## config.mk

```make
export PLATFORM = sky130hd
export DESIGN_NAME = if_stage_flat
export DESIGN_NICKNAME = d
export VERILOG_FILES = /design/src/rtl/if_stage_pkg.sv /design/src/rtl/if_stage_if.sv /design/src/rtl/if_hold_buf.sv /design/src/rtl/if_stage.sv /design/src/flat_wrapper.sv
export SDC_FILE = /design/constraint.sdc
export NUM_CORES = 1
export LEC_CHECK = 0
export ABC_AREA = 0
export CAP_MARGIN = 10
export CORE_MARGIN = 4
export CORE_UTILIZATION = 45
export DETAILED_ROUTE_END_ITERATION = 16
export GPL_TIMING_DRIVEN = 0
export PLACE_DENSITY = 0.81
export SYNTH_ARGS = -nofsm -noshare
export SYNTH_HDL_FRONTEND = slang
export SYNTH_SLANG_ARGS = --single-unit
```

## constraint.sdc

```tcl
create_clock -name clk -period 5 [get_ports clk]
set_input_delay 0.5 -clock clk [delete_from_list [all_inputs] [get_ports clk]]
set_output_delay 0.5 -clock clk [all_outputs]
set_load 0.02 [all_outputs]
```

## src/rtl/if_stage_pkg.sv

```systemverilog
// Shared constants and types for the instruction-fetch stage.
package if_stage_pkg;

    localparam logic [31:0] NOP_INSTR_DEFAULT = 32'h0000_0013;
    localparam int unsigned RESET_PC_DEFAULT  = 0;
    localparam int unsigned PC_INCR           = 4;

    // Where the IF/ID register takes its next contents from.
    typedef enum logic [1:0] {
        SRC_BUBBLE,
        SRC_FETCH,
        SRC_HOLD
    } ifid_src_e;

endpackage

```

## src/rtl/if_stage_if.sv

```systemverilog
// Instruction-memory read port: strobe/address out, data back one cycle later.
interface if_stage_if #(
    parameter int unsigned ADDR_SIZE = 10,
    parameter int unsigned WORD_SIZE = 32
);
    logic                 imem_en;
    logic [ADDR_SIZE-1:0] imem_addr;
    logic [WORD_SIZE-1:0] imem_rdata;

    modport master (output imem_en, output imem_addr, input imem_rdata);
    modport slave  (input imem_en, input imem_addr, output imem_rdata);
endinterface

```

## src/rtl/if_hold_buf.sv

```systemverilog
// One-entry capture/release buffer for a fetched word that decode could not accept.
module if_hold_buf #(
    parameter int unsigned ADDR_SIZE = 10,
    parameter int unsigned WORD_SIZE = 32
) (
    input  logic                 clk,
    input  logic                 rst,
    input  logic                 flush,
    input  logic                 capture,
    input  logic                 drain,
    input  logic [ADDR_SIZE-1:0] in_pc,
    input  logic [WORD_SIZE-1:0] in_instr,
    output logic                 hold_valid_q,
    output logic [ADDR_SIZE-1:0] hold_pc_q,
    output logic [WORD_SIZE-1:0] hold_instr_q
);

    always_ff @(posedge clk) begin
        if (rst || flush) begin
            hold_valid_q <= 1'b0;
        end else if (capture) begin
            hold_valid_q <= 1'b1;
            hold_pc_q    <= in_pc;
            hold_instr_q <= in_instr;
        end else if (drain) begin
            hold_valid_q <= 1'b0;
        end
    end

endmodule

```

## src/rtl/if_stage.sv

```systemverilog
// Instruction-fetch stage: PC register, imem request, hold buffer and IF/ID register.
module if_stage
    import if_stage_pkg::*;
#(
    parameter int unsigned          WORD_SIZE = 32,
    parameter int unsigned          ADDR_SIZE = 10,
    parameter int unsigned          RESET_PC  = RESET_PC_DEFAULT,
    parameter logic [WORD_SIZE-1:0] NOP_INSTR = NOP_INSTR_DEFAULT
) (
    input  logic                 clk,
    input  logic                 rst,
    input  logic                 stall,
    input  logic                 redirect,
    input  logic [ADDR_SIZE-1:0] redirect_pc,
    if_stage_if.master           imem,
    output logic [ADDR_SIZE-1:0] pc_out,
    output logic [WORD_SIZE-1:0] instr_out,
    output logic                 valid_out
);

    localparam logic [ADDR_SIZE-1:0] INCR       = ADDR_SIZE'(PC_INCR);
    localparam logic [ADDR_SIZE-1:0] ALIGN_MASK = ~ADDR_SIZE'(3);

    logic [ADDR_SIZE-1:0] pc_q;
    logic [ADDR_SIZE-1:0] f_pc_q;
    logic                 f_valid_q;
    logic                 hold_valid_q;
    logic [ADDR_SIZE-1:0] hold_pc_q;
    logic [WORD_SIZE-1:0] hold_instr_q;
    logic [ADDR_SIZE-1:0] target;
    ifid_src_e            src;
    logic [ADDR_SIZE-1:0] next_pc;
    logic [WORD_SIZE-1:0] next_instr;
    logic                 next_valid;

    assign target = redirect_pc & ALIGN_MASK;

    always_comb begin
        imem.imem_en   = ~rst & (redirect | ~stall);
        imem.imem_addr = redirect ? target : pc_q;
    end

    // Hold buffer fills only while no fetch is issued, so it never competes with f_valid_q.
    if_hold_buf #(
        .ADDR_SIZE (ADDR_SIZE),
        .WORD_SIZE (WORD_SIZE)
    ) u_hold (
        .clk          (clk),
        .rst          (rst),
        .flush        (redirect),
        .capture      (stall & ~redirect & f_valid_q),
        .drain        (~stall & ~redirect & hold_valid_q),
        .in_pc        (f_pc_q),
        .in_instr     (imem.imem_rdata),
        .hold_valid_q (hold_valid_q),
        .hold_pc_q    (hold_pc_q),
        .hold_instr_q (hold_instr_q)
    );

    always_comb begin
        src = SRC_BUBBLE;
        if (hold_valid_q) begin
            src = SRC_HOLD;
        end else if (f_valid_q) begin
            src = SRC_FETCH;
        end
    end

    always_comb begin
        next_pc    = pc_out;
        next_instr = NOP_INSTR;
        next_valid = 1'b0;
        case (src)
            SRC_HOLD: begin
                next_pc    = hold_pc_q;
                next_instr = hold_instr_q;
                next_valid = 1'b1;
            end
            SRC_FETCH: begin
                next_pc    = f_pc_q;
                next_instr = imem.imem_rdata;
                next_valid = 1'b1;
            end
            default: ;
        endcase
    end

    always_ff @(posedge clk) begin
        if (rst) begin
            pc_q      <= ADDR_SIZE'(RESET_PC);
            f_pc_q    <= '0;
            f_valid_q <= 1'b0;
            pc_out    <= '0;
            instr_out <= NOP_INSTR;
            valid_out <= 1'b0;
        end else if (redirect) begin
            pc_q      <= target + INCR;
            f_pc_q    <= target;
            f_valid_q <= 1'b1;
            instr_out <= NOP_INSTR;
            valid_out <= 1'b0;
        end else if (!stall) begin
            pc_q      <= pc_q + INCR;
            f_pc_q    <= pc_q;
            f_valid_q <= 1'b1;
            pc_out    <= next_pc;
            instr_out <= next_instr;
            valid_out <= next_valid;
        end else begin
            f_valid_q <= 1'b0;
        end
    end

endmodule

```

## src/flat_wrapper.sv

```systemverilog
// flat-port wrapper written by rule: the top's interface ports become plain ports
module if_stage_flat import if_stage_pkg::*;
#(
    parameter int unsigned          WORD_SIZE = 32,
    parameter int unsigned          ADDR_SIZE = 10,
    parameter int unsigned          RESET_PC  = RESET_PC_DEFAULT,
    parameter logic [WORD_SIZE-1:0] NOP_INSTR = NOP_INSTR_DEFAULT
)
  (clk, rst, stall, redirect, redirect_pc, pc_out, instr_out, valid_out, imem_imem_en, imem_imem_addr, imem_imem_rdata);
  if_stage_if #(.ADDR_SIZE(ADDR_SIZE), .WORD_SIZE(WORD_SIZE)) imem_i ();
  input  logic clk;
  input  logic rst;
  input  logic stall;
  input  logic redirect;
  input  logic [ADDR_SIZE-1:0] redirect_pc;
  output logic [ADDR_SIZE-1:0] pc_out;
  output logic [WORD_SIZE-1:0] instr_out;
  output logic valid_out;
  output wire logic [$bits(imem_i.imem_en)-1:0] imem_imem_en;
  output wire logic [$bits(imem_i.imem_addr)-1:0] imem_imem_addr;
  input wire logic [$bits(imem_i.imem_rdata)-1:0] imem_imem_rdata;
  assign imem_imem_en = imem_i.imem_en;
  assign imem_imem_addr = imem_i.imem_addr;
  assign imem_i.imem_rdata = imem_imem_rdata;
  if_stage #(.WORD_SIZE(WORD_SIZE), .ADDR_SIZE(ADDR_SIZE), .RESET_PC(RESET_PC), .NOP_INSTR(NOP_INSTR)) u_core (.clk(clk), .rst(rst), .stall(stall), .redirect(redirect), .redirect_pc(redirect_pc), .imem(imem_i), .pc_out(pc_out), .instr_out(instr_out), .valid_out(valid_out));
endmodule
```

* Word level (Yosys, flattened, before mapping)
Cells that the tools add are included.
Storage, ports and cells: register bits after elaboration 107, bits of input ports 46, output and inout port bits 54, logic and storage cells 46
Cells by class: add/subtract/negate cells 2, eq/ne operators 3, muxes and demuxes 14, bitwise operators 10, reduce and logical (&&, ||, !) cells 7
Operator list (number):
- one-hot mux 32 bit (2 select lines) | 1
- two-way mux 10 bit | 5
- adder 10 x 3 -> 10 bit, second input constant | 2
- one-hot mux 10 bit (2 select lines) | 1
- two-way mux 1 bit | 6
- AND 1 bit | 5
- inverter 1 bit | 4
- nonzero test 2 bit | 2
- OR reduction 2 bit | 2
- AND reduction 3 bit | 1
- == test 2 x 1 -> 1 bit, second input constant | 1
- == test 2 bit, second input constant | 1
- two-way mux 2 bit | 1
- inequality test 2 x 1 -> 1 bit, second input constant | 1
- AND reduction 2 bit | 1
- logical OR 1 bit | 1
- bitwise OR 1 bit | 1

* Depth between registers and ports, before layout
Gate-level depths: netlist of the first run.
depth after elaboration 5, depth in mapped cells 7, mapped depth without buffers 6

* Cells and area by module
A second synthesis of the first run with hierarchy kept.
Unflattened totals: cell total of the unflattened synthesis 363, area total of the unflattened synthesis 4161.5 um2
By module, submodules not included:
- if_stage | instances 1, cells an instance 316, area an instance 2849.0 um2, seq. area each 1201.2 um2
- if_hold_buf | instances 1, cells an instance 47, area an instance 1312.5 um2, seq. area each 1281.2 um2

* Least setup slack after synthesis of the first run
Ideal clock, no wire load.
kind input to register, start point input port redirect, end point register u_core.u_hold.hold_instr_q[0], enable pin, setup time 0.401 ns, data arrival time 1.973 ns, required time 4.599 ns, slack 2.626 ns, stages on the path 3, path buffers 1, cell sequence and2b_2 buf_2 and3_1
Between the ends: longest elaborated chain between the ends 4, elaborated cells on any way between the ends 6, those cells by class 4 x bitwise; 2 x reduce/logical
RTL lines:
- start, declared | RTL line flat_wrapper.sv:14 | input logic redirect;
- inverter 1 bit | RTL line if_stage.sv:51 | .capture (stall & ~redirect & f_valid_q),
- AND 1 bit (2 in a row) | RTL line if_stage.sv:51
- AND reduction 2 bit (no source line) (*)
- end signal, assigned | RTL line if_hold_buf.sv:24 | hold_instr_q <= in_instr;
- end, declared | RTL line if_hold_buf.sv:15 | output logic [WORD_SIZE-1:0] hold_instr_q
Every way passes the cells marked *; elsewhere a longest branch is shown, timed or not. A chain may end at the register's enable or synchronous reset.

* Final worst setup path of the first run
start point input port redirect, end point output port imem_imem_addr[4]
Between the ends: longest elaborated chain between the ends 1
RTL lines:
- two-way mux 10 bit | RTL line if_stage.sv:40 | imem.imem_addr = redirect ? target : pc_q;
- end, declared | RTL line flat_wrapper.sv:20 | output wire logic [$bits(imem_i.imem_addr)-1:0] imem_imem_addr;
Every way passes these cells.

==> results by group, run 1 <==
CTS
  • CTS Buffer Depth: 2
  • Clock slew at reported path FFs: 0.09 ns
  • CTS tree: done
  • Total clock buffers created by CTS: 9
  • # H-tree levels: 3
  • Setup bufs post-CTS: 0
  • Clock Sinks: 99
  • Clock Tree Root: clkbuf_8
  • Worst-Skew Late Latency: 0.36 ns
  • Post-CTS Resized: 0
  • # hold bufs at CTS: 0

Global routing
  • Global-route wire length before repair: 16000 um
  • Vias in the first global route: 3258
  • Remaining Overflow, GRT: 0
  • Largest net degree at the start of global routing: 41
  • Total Routing Usage GR: 0.182
  • Initial antenna violation count: 0

Die
  • Cell row count: 34
  • Die height: 104 um
  • Die X: 104 um
  • Starting Density: 0.470
  • DIE AREA: 0.0108 mm^2
  • Core footprint: 0.00885 mm^2
  • Top-level port count: 100

STA
  • Rel. slew slack: 0.374
  • Fin crit share: 0.583
  • RSZ-0062 raised after global routing: false
  • Post-route minimum period: 2.91 ns
  • Final setup fails: 0
  • Max-slew violations: 0
  • Hold Worst Slack: 0.468 ns
  • Maximum clock rate: 0.343 GHz
  • Final Skew: 0.00937 ns
  • Setup_tns: 0 ns
  • Final-report hold violation count: 0
  • Worst-margin pin slew: 0.939 ns

Cells and area
  • Layout cells sized above 1: 0.157
  • Post-route cell area: 0.00543 mm^2
  • Area added between synthesis and finish: 30.6%
  • Final #Nets: 506
  • Final cell count without fillers: 572
  • Antenna cells: 0

Placed design
  • Port bufs: 92
  • Detailed placement HPWL: 7310 um
  • Post-DP Area: 0.00523 mm^2
  • Inst Count DP: 556
  • Final GP Congestion: 0.853

Detailed routing
  • Drt wl/cell: 17.2 um
  • DR pass1 iterations: 4
  • Metal3 WL: 468 um
  • Post-Route WL: 9840 um
  • 1st-iter DRT viols: 141
  • WL met2: 4920 um
  • Via Count: 3191
  • Vias/cell: 5.58
  • Routed metal-1 wirelength: 4280 um
  • ANT nets after route: 0
  • DRC errors left: 0
  • Top sig layer: met4

Setup path
  • Arrival @ worst endpoint: 2.41 ns
  • Startpoint Class: primary input
  • CP peak stage delay: 0.59 ns
  • Setup crit end kind: output port
  • Crit Path Class: primary input to output port
  • Critical path required time: 4.50 ns
  • CP most frequent cell: clkdlybuf4s50_1
  • Crit path max fanout: 10
  • Critical Path, Cell by Cell: clkdlybuf4s50_1 -> buf_2 -> mux2i_1 -> inv_1 -> clkdlybuf4s50_1
  • CP max stage cell: clkdlybuf4s50_1

Synthesis
  • Library cells used by synthesis: 44
  • Mapped Cells: 353
  • Sequential element share of the synthesized area: 0.573
  • Most common cell in the netlist: dfxtp_1
  • Synth area leaders: edfxtp_1 29%, dfxtp_1 28%, a2111oi_2 7.6%
  • Flops & latches, synth: 99
  • Synth Warn #: 0
  • Top post-synthesis cells by count: 59 x dfxtp_1, 40 x edfxtp_1, 34 x inv_1, 29 x a221oi_1, 28 x nand2_1
  • Yosys top cell area share: 0.289
  • Synth area leader: edfxtp_1
  • Post-synth ARST share: 0
  • Post-synth EDFFs: 40
  • Top FF cell, synth: dfxtp_1
  • Mapped Area: 0.00416 mm^2
  • Mean Syn Cell Area: 11.8 um^2

Power and ir drop
  • Final total power: 1660 uW
  • Internal power: 1230 uW
  • Net Switching: 426 uW
  • Leak: 0.00189 uW
  • Sw frac: 0.257
  • Sequential Power Share: 0.536
  • Peak supply drop: 0.000182 V
  • Cell Pwr Density: 306 mW/mm^2
  • Combinational share of power: 0.153
  • Clock power frac: 0.311

Worst hold path
  • Worst hold path class: flop to flop

Flow run
  • Max-cap violation count: 0

Outcome
  • Status: finished clean
==> through the flow <==
| stage | setup slack (ns) | util |
|---|---|---|
| floorplan | 2.63 | - |
| global placement | 1.52 | 0.590 |
| detailed placement | 2.09 | 0.591 |
| CTS | 2.08 | 0.614 |
| global route | 2.02 | 0.614 |
| finish | 2.09 | 0.614 |
==> layer usage <==
layer  GRT usage  vias to the layer above
met3      0.0298                       12
met2       0.315                       93
met5           0                        -
met4      0.0807                        0
li1            -                     1545
met1       0.223                     1541
==> logic make-up (layout without fill, tap and decap cells) <==
family | count (synthesis) | in the layout | share of synthesized area
compound gates | 91 | 91 | 0.216
xor+xnor | 3 | 3 | 0.00632
fa+ha+maj | 1 | 1 | 0.00301
buf+inv | 72 | 180 | 0.0797
flops | 99 | 99 | 0.573
mux | 9 | 9 | 0.0262
other cells | 1 | 4 | 0.000902
simple gates | 77 | 77 | 0.0945
==> registers in the layout, summed over array words and instances, names as in the netlist <==
register,flops
u_core.instr_out,32
u_core.u_hold.hold_instr_q,32
u_core.f_pc_q,8
u_core.pc_out,8
u_core.pc_q,8
u_core.u_hold.hold_pc_q,8
u_core.f_valid_q,1
u_core.u_hold.hold_valid_q,1
u_core.valid_out,1
==> worst max-delay path: cells and delay by family <==
| kind | cells | cell delay [ns] |
|---|---|---|
| multiplexers | 1 | 0.41 |
| buffers and inverters | 4 | 1.51 |
==> final timing paths <==
kind	start	cells past startpoint	endpoint	slack [ns]
setup / recovery	redirect	5	imem_imem_addr[4]	2.09
hold / removal	u_core.f_pc_q[2]	0	u_core.u_hold.hold_pc_q[2]	0.47
setup reg to reg	u_core.pc_q[3]	6	u_core.pc_q[8]	3.30
hold reg to reg	u_core.f_pc_q[2]	0	u_core.u_hold.hold_pc_q[2]	0.47
==> cell usage in the layout, fill, tap and decap left out, drive strengths merged, types with 2 or more instances in the layout <==
cell	instances
a2111oi	30
a211oi	8
a21oi	5
a221oi	29
a311oi	8
and3	2
buf	25
clkbuf	21
clkdlybuf4s50	92
clkinv	3
conb	4
dfxtp	59
edfxtp	40
inv	38
mux2	2
mux2i	7
nand2	28
nand3	2
nand3b	2
nand4	3
nand4b	3
nor2	25
nor2b	3
nor3	6
o211ai	4
o22ai	3
xnor2	3
==> power groups by stage <==
stage          clock network (uW)  registers [uW]  logic [uW]
2_1_floorplan                   0             922         127
3_3_place_gp                    0             908         248
3_5_place_dp                    0             909         254
4_1_cts                       528             891         255
5_1_grt                       561             895         274
6_report                      517             891         254
==> cell type report <==
type                    instances  area [um^2]
plain buffers                  35          193
clock buffers                  11          141
clock inverters                 5         61.3
fillers                       710         3420
inverters                      37          139
multi-input cells             185         1460
flip-flops and latches         99         2380
well taps                     108          135
repair buffers                 92          921
(Power assumes the default switching activity.)
==> run 2, diff against run 1 <==
Clock period 5 ns to 2.8 ns, I/O delays scaled along.
==> results of run 2 <==
The final DEF is identical to that of run 1. Status: finished clean.
Main changes from that run: setup slack after placement 2.09 ns -> 0.107 ns; setup slack after layout 2.09 ns -> 0.327 ns; hold slack 0.468 ns -> 0.465 ns; register-to-register setup slack 3.30 ns -> 1.10 ns; end point of the worst hold path u_core.u_hold.hold_pc_q[2] -> u_core.pc_q[6]; total power 1660 uW -> 2970 uW; worst IR drop on VDD 0.000182 V -> 0.000324 V
